[config.mk]
export PLATFORM = sky130hd
export DESIGN_NAME = pipe_ctrl
export DESIGN_NICKNAME = d
export VERILOG_FILES = /design/src/rtl/pipe_ctrl.sv
export SDC_FILE = /design/constraint.sdc
export NUM_CORES = 1
export LEC_CHECK = 0
export CAP_MARGIN = 20
export CELL_PAD_IN_SITES_DETAIL_PLACEMENT = 1
export CELL_PAD_IN_SITES_GLOBAL_PLACEMENT = 2
export CORE_MARGIN = 10
export CORE_UTILIZATION = 30
export DETAILED_ROUTE_END_ITERATION = 10
export DONT_BUFFER_PORTS = 1
export PLACE_DENSITY_LB_ADDON = 0.1
export SLEW_MARGIN = 0
export SYNTH_ARGS = -nofsm -noshare
export SYNTH_HDL_FRONTEND = slang
export SYNTH_SLANG_ARGS = --single-unit
[constraint.sdc]
create_clock -name clk -period 9.75 [get_ports clk]
set_input_delay 1.95 -clock clk [delete_from_list [all_inputs] [get_ports clk]]
set_output_delay 1.95 -clock clk [all_outputs]
set_load 0.1 [all_outputs]
[src/rtl/pipe_ctrl.sv]
// Pipeline sequencing controller: merges decode/execute stall and flush requests
// into registered per-stage stall, flush strobe and redirect PC, plus watchdog and stall counter.
module pipe_ctrl #(
    parameter int unsigned LOAD_STALL_CYC = 1,
    parameter int unsigned FLUSH_CYC      = 1,
    parameter int unsigned MAX_STALL      = 1024,
    parameter int unsigned CNT_W          = 11
) (
    input  logic        clk,
    input  logic        rst,
    input  logic        stallreq_id_i,
    input  logic        stallreq_ex_i,
    input  logic        flush_req_i,
    input  logic [31:0] new_pc_i,
    output logic [5:0]  stall_o,
    output logic        flush_o,
    output logic [31:0] new_pc_o,
    output logic        stall_timeout_o,
    output logic [31:0] stall_cnt_o
);

    typedef enum logic [1:0] {
        RUN      = 2'd0,
        ID_STALL = 2'd1,
        EX_STALL = 2'd2,
        FLUSH    = 2'd3
    } state_t;

    localparam logic [CNT_W-1:0] LOAD_RELOAD  = CNT_W'(LOAD_STALL_CYC - 1);
    localparam logic [CNT_W-1:0] FLUSH_RELOAD = CNT_W'(FLUSH_CYC - 1);
    localparam logic [CNT_W-1:0] MAX_C        = CNT_W'(MAX_STALL);

    state_t           state_q, state_d, run_state;
    logic [CNT_W-1:0] cnt_q, cnt_d, run_cnt;
    logic [CNT_W-1:0] consec_q, consec_d;
    logic             load_pc;
    logic [5:0]       stall_d;
    logic             flush_d;

    // Decisions taken from RUN, reused when a flush window expires.
    always_comb begin
        run_state = RUN;
        run_cnt   = cnt_q;
        if (stallreq_ex_i) begin
            run_state = EX_STALL;
        end else if (stallreq_id_i) begin
            run_state = ID_STALL;
            run_cnt   = LOAD_RELOAD;
        end
    end

    always_comb begin
        state_d = state_q;
        cnt_d   = cnt_q;
        load_pc = 1'b0;
        if (flush_req_i) begin
            state_d = FLUSH;
            cnt_d   = FLUSH_RELOAD;
            load_pc = 1'b1;
        end else begin
            case (state_q)
                RUN: begin
                    state_d = run_state;
                    cnt_d   = run_cnt;
                end
                ID_STALL: begin
                    if (stallreq_ex_i)     state_d = EX_STALL;
                    else if (cnt_q == '0)  state_d = RUN;
                    else                   cnt_d   = cnt_q - 1'b1;
                end
                EX_STALL: begin
                    state_d = run_state;
                    cnt_d   = run_cnt;
                end
                FLUSH: begin
                    if (cnt_q == '0) begin
                        state_d = run_state;
                        cnt_d   = run_cnt;
                    end else begin
                        cnt_d = cnt_q - 1'b1;
                    end
                end
                default: state_d = RUN;
            endcase
        end
    end

    always_comb begin
        stall_d = '0;
        flush_d = 1'b0;
        case (state_d)
            ID_STALL: stall_d = 6'b000111;
            EX_STALL: stall_d = 6'b001111;
            FLUSH:    flush_d = 1'b1;
            default:  stall_d = '0;
        endcase
    end

    always_comb begin
        consec_d = '0;
        if (state_d == ID_STALL || state_d == EX_STALL)
            consec_d = (consec_q == MAX_C) ? consec_q : consec_q + 1'b1;
    end

    always_ff @(posedge clk or negedge rst) begin
        if (!rst) begin
            state_q         <= RUN;
            cnt_q           <= '0;
            consec_q        <= '0;
            stall_o         <= '0;
            flush_o         <= 1'b0;
            new_pc_o        <= '0;
            stall_timeout_o <= 1'b0;
            stall_cnt_o     <= '0;
        end else begin
            state_q  <= state_d;
            cnt_q    <= cnt_d;
            consec_q <= consec_d;
            stall_o  <= stall_d;
            flush_o  <= flush_d;
            if (load_pc)
                new_pc_o <= new_pc_i;
            if (consec_d == MAX_C)
                stall_timeout_o <= 1'b1;
            if (stall_o != '0 && stall_cnt_o != '1)
                stall_cnt_o <= stall_cnt_o + 1'b1;
        end
    end

endmodule

Word-level counts from Yosys, hierarchy flattened
Index checks and enable logic that the tools add are counted.
W data, S select, Z words.
{"block": "word_totals", "regBits": 96, "word_cells": 48, "out_inout_bits": 72, "in_bits": 37}
{"block": "op_classes", "addsub": 3, "reduce_logical": 7, "n_eq_ne": 11, "n_mux": 19}
{"cell": "$mux W11", "n": 8}
{"cell": "$pmux W11 S3", "n": 1}
{"cell": "$add A32 B1 Y32 const B", "n": 1}
{"cell": "$ne A32 B32 Y1 const B", "n": 1}
{"cell": "$eq A11 B11 Y1 const B", "n": 2}
{"cell": "$add A11 B1 Y11 const B", "n": 1}
{"cell": "$logic_not A11 Y1", "n": 1}
{"cell": "$sub A11 B1 Y11 const B", "n": 1}
{"cell": "$mux W2", "n": 5}
{"cell": "$eq A2 B2 Y1 const B", "n": 4}
{"cell": "$pmux W4 S2", "n": 1}
{"cell": "$ne A3 B3 Y1 const B", "n": 2}
{"cell": "$pmux W2 S3", "n": 1}
{"cell": "$reduce_bool A6 Y1", "n": 1}
{"cell": "$eq A2 B1 Y1 const B", "n": 2}
{"cell": "$mux W1", "n": 3}
{"cell": "$logic_not A2 Y1", "n": 1}
{"cell": "$reduce_and A2 Y1", "n": 1}
{"cell": "$reduce_or A2 Y1", "n": 1}
{"cell": "$logic_and A1 B1 Y1", "n": 1}
{"cell": "$logic_or A1 B1 Y1", "n": 1}

Longest topological paths before layout
{"block": "logic_depth", "depth_word": 9, "depth_mapped": 13, "depth_no_buf": 11}

Worst setup path after synthesis
OpenSTA, ideal clock, no wires.
{"block": "synth_timing", "path_type": "input -> register", "startpoint": "in stallreq_ex_i", "endpoint": "reg stall_timeout_o", "path_stages": 10, "arrival_time_ns": 3.643, "setup_time_ns": 0.110, "required_ns": 9.640, "setup_slack_ns": 5.997, "path_buffers": 2, "cell_sequence": "clkbuf_1 -> nor2b_1 -> a21oi_1 -> o21a_1 -> ha_1 -> clkbuf_1 -> inv_1 -> nand2_1 -> o21ai_0 -> o41ai_1"}
{"block": "synth_via", "elab_chain_cells": 8, "elab_cells_between_ends": 10, "cone_classes": "3 x eq/ne; 6 x mux; 1 x reduce/logical"}
{"element": "start: declaration", "line": "12", "source": "input logic stallreq_ex_i,"}
{"element": "$mux W2", "line": "44", "source": "if (stallreq_ex_i) begin"}
{"element": "$mux W2", "line": "76", "source": "if (cnt_q == '0) begin"}
{"element": "$pmux W2 S3 (*)", "line": "61", "source": "case (state_q)"}
{"element": "$mux W2 (*)", "line": "56", "source": "if (flush_req_i) begin"}
{"element": "$eq A2 B1 Y1 / $eq A2 B2 Y1 (equally long branches)", "line": "101", "source": "if (state_d == ID_STALL || state_d == EX_STALL)"}
{"element": "$logic_or A1 B1 Y1 (*)", "line": "101"}
{"element": "$mux W11 (*)", "line": "101"}
{"element": "$eq A11 B11 Y1 (*)", "line": "123", "source": "if (consec_d == MAX_C)"}
{"element": "end signal: assignment", "line": "113", "source": "stall_timeout_o <= 1'b0;"}
{"element": "end signal: assignment", "line": "124", "source": "stall_timeout_o <= 1'b1;"}
{"element": "end: declaration", "line": "18", "source": "output logic stall_timeout_o,"}
Every way passes the cells marked *; elsewhere a longest branch is shown, timed or not.
A chain may end at the register's enable or synchronous reset.

Final worst setup path
{"block": "layout_timing", "startpoint": "reg cnt_q[0]", "endpoint": "reg stall_timeout_o"}
{"block": "layout_via", "elab_chain_cells": 9, "elab_cells_between_ends": 11, "cone_classes": "3 x eq/ne; 6 x mux; 2 x reduce/logical"}
{"element": "start: declaration", "line": "34", "source": "logic [CNT_W-1:0] cnt_q, cnt_d, run_cnt;"}
{"element": "start signal: assignment", "line": "117", "source": "cnt_q <= cnt_d;"}
{"element": "$logic_not A11 Y1 (*)", "line": "68, 76"}
{"element": "$mux W2", "line": "68", "source": "else if (cnt_q == '0) state_d = RUN;"}
{"element": "$mux W2", "line": "67", "source": "if (stallreq_ex_i) state_d = EX_STALL;"}
{"element": "$pmux W2 S3 (*)", "line": "61"}
{"element": "$mux W2 (*)", "line": "56"}
{"element": "via state_d[1]", "line": "33", "source": "state_t state_q, state_d, run_state;"}
{"element": "$eq A2 B1 Y1 / $eq A2 B2 Y1 (equally long branches)", "line": "101"}
{"element": "$logic_or A1 B1 Y1 (*)", "line": "101"}
{"element": "$mux W11 (*)", "line": "101"}
{"element": "$eq A11 B11 Y1 (*)", "line": "123"}
Mark *: on every way through the listed nets, which the timed path passes. The rest lies on a longest branch.

==> summary.md <==
| Metric | Value |
|---|---|
| Final slew viol count | `0` |
| PortBufs | `0` |
| Antenna Violating Nets Remaining | `0` |
| Number of nets in the layout | `437` |
| Multi-input logic area | `0.001996 mm^2` |
| Number of global-route vias before repair | `3351` |
| Initial Util | `0.3060` |
| Worst Setup End Kind | `register` |
| Buf/Inv on CP | `2` |
| Ports | `109` |
| Power, Total | `1.379 mW` |
| First-pass GRT wire length | `19.55 mm` |
| CP max FO | `10` |
| Die Width | `141.8 um` |
| Clock Skew | `0.009722 ns` |
| CTS tree | `done` |
| Post-synthesis sequential area ratio | `0.5176` |
| Max-cap violations | `0` |
| GPL Wtd Cong | `0.7631` |
| Fin crit share | `0.3669` |
| Number of vias per cell | `5.235` |
| DR vias | `3052` |
| Clock slew at reported path FFs | `0.07 ns` |
| Hold Buf Count CTS | `0` |
| PwrDens | `281.1 mW/mm^2` |
| DPL Wire Length | `8.597 mm` |
| Fraction of layout cells with a size suffix above 1 | `0.1554` |
| Most frequent cell after synthesis | `dfrtp_1` |
| Detailed Routing Iterations Pass 1 | `4` |
| Startpoint Class | `register` |
| Yosys reg bits | `92` |
| Antenna Cells | `0` |
| Num rows | `44` |
| Leak | `2.100 nW` |
| Post-synthesis cell type count | `56` |
| Mapped Avg Cell Area | `11.18 um^2` |
| Drt total wl | `11.86 mm` |
| Highest clock rate | `279.6 MHz` |
| TritonCTS buffer count | `9` |
| Post-Synthesis Cells | `398` |
| Slew HR | `0.2945` |
| Post-DR wirelength/cell | `20.34 um` |
| Status | `finished clean` |
| Height of the die | `141.8 um` |
| Clock H-tree levels | `3` |
| Critical-path top delay cell | `or4_4` |
| Synth top area cells | `dfrtp_1 (52%), mux2_2 (8.4%), xor2_1 (4.7%), xnor2_1 (2.8%), nand3_1 (2.3%)` |
| Filler cells | `1638` |
| Worst-path cell chain | `inv_1, ha_1, or3b_1, or4_4, a31oi_1, nand2b_1, ha_1, inv_1, nand2_1, o21ai_0, o41ai_1` |
| Hold Violations, Final | `0` |
| Seq. cell area | `0.002303 mm^2` |
| Post-synth top area share | `0.5176` |
| Ys async rst share | `1.000` |
| Worst path max stage delay | `0.59 ns` |
| Synth cell count leaders | `dfrtp_1 (92), mux2_2 (33), xor2_1 (24)` |
| Number of synthesized flops with an enable pin | `0` |
| DRT iter0 DRCs | `160` |
| Die footprint | `0.02010 mm^2` |
| HP Class | `reg2reg` |
| Req. time, crit path | `9.99 ns` |
| Post-Syn Area | `0.004448 mm^2` |
| Setup TNS | `0 ns` |
| # DRC | `0` |
| Ys Warns | `0` |
| Congestion Overflow GR | `0` |
| Unrepaired setup endpoints after global routing | `false` |
| Top_reg_cell synth | `dfrtp_1` |
| Top delay family on crit path | `simple AND/OR/NAND/NOR gates` |
| Final setup fails | `0` |
| Core area | `0.01453 mm^2` |
| Worst path arrival time | `3.82 ns` |
| Largest net degree at the start of global routing | `93` |
| Worst-skew pair later-pin latency | `0.35 ns` |
| Post-CTS setup repair buffer count | `0` |
| CTS resizes | `0` |
| Cell accounting for the most synthesized area | `dfrtp_1` |
| Clock Path Buffers | `2` |
| Least-Margin Pin Slew | `1.058 ns` |
| Area added between synthesis and finish | `10.30%` |
| Initial antenna violation count | `0` |
| Root Driver | `clkbuf_16` |
| Fin crit period | `3.577 ns` |
| Max IR drop VDD | `100.3 uV` |
| CTS Sinks | `92` |
| Gr usage total | `0.1221` |
| Crit Path Category | `reg2reg` |
[through the flow]
step                instance area (um^2)  utilization  hold WS [ns]  worst slack (ns)  cells
finish                              4906       0.3376        0.5518             6.173    583
global route                        4906       0.3376        0.5867             5.839    583
CTS                                 4901       0.3372        0.5492             6.125    582
detailed placement                  4578       0.3150        0.5301             5.970    566
global placement                    4578       0.3150        0.5164             5.999    566
floorplan                           4452            -        0.4735             5.997    399
[routing by layer]
| layer | routed length (um) | GRT usage | up-vias |
|---|---|---|---|
| li1 | - | - | 1428 |
| met4 | 231 | 0.05218 | 0 |
| met2 | 5449 | 0.1852 | 82 |
| met3 | 1069 | 0.05207 | 15 |
| met5 | 0 | 0 | - |
| met1 | 5111 | 0.1481 | 1527 |
[cell usage in the layout (no fill, tap or decap), drive strengths merged, types with 4 or more instances in the layout]
master   n
nor3b    5
or4      6
and4     5
and2     7
nor3    17
dfrtp   92
and3     5
xnor2   14
inv     13
nand4   11
o21ai    7
nor4    11
nand2b   5
nor2    23
ha       6
o21a     4
mux2    33
a21oi   11
nand3   20
a31oi    5
nand2   22
clkbuf  10
xor2    24
[report_power, final]
group / internal (mW) / leakage (nW) / switching (mW) / total, mW
Combinational: 0.112 / 0.774 / 0.176 / 0.287
Sequential: 0.424 / 1.17 / 0.280 / 0.704
Clock: 0.226 / 0.152 / 0.161 / 0.387
Total: 0.762 / 2.10 / 0.617 / 1.38
[kinds of logic after synthesis]
logic type,share of synthesized area
simple gates,0.1930
flops,0.5176
compound gates,0.07876
xor+xnor,0.07482
mux,0.08355
buf+inv,0.03460
fa+ha+maj,0.01688
other cells,0.0008431
[state kept, by name, indices dropped and copies added, names as in the netlist]
name and flops:
stall_cnt_o 32, stall_timeout_o 1, consec_q 11, cnt_q 11
flush_o 1, stall_o 2, state_q 2, new_pc_o 32
[final cells by class]
type,count,area share
clock inverter,7,0.01989
multi-input combinational,278,0.4068
timing repair buffer,2,0.002550
tap,184,0.04693
clock buffer,9,0.04591
sequential,92,0.4695
inverter,11,0.008416
[worst reg2reg max path: stages, from the launching register on]
cell and delay (ns):
dfrtp_1 0.43, inv_1 0.09, ha_1 0.20, or3b_1 0.52
or4_4 0.59, a31oi_1 0.23, nand2b_1 0.13, ha_1 0.52
inv_1 0.13, nand2_1 0.16, o21ai_0 0.14, o41ai_1 0.33
[path summary, 6_finish.rpt]
kind	slack, ns	from	end	depth (start not counted)
worst max-delay path	6.17	cnt_q[0]	stall_timeout_o	11
worst min-delay path	0.55	cnt_q[6]	cnt_q[6]	2
worst max register to register	6.17	cnt_q[0]	stall_timeout_o	11
worst min register to register	0.55	cnt_q[6]	cnt_q[6]	2
max in group asynchronous	8.34	rst	stall_o[3]	0
min in group asynchronous	1.29	rst	stall_cnt_o[11]	0
No activity file was read; power rests on OpenSTA's default activity.
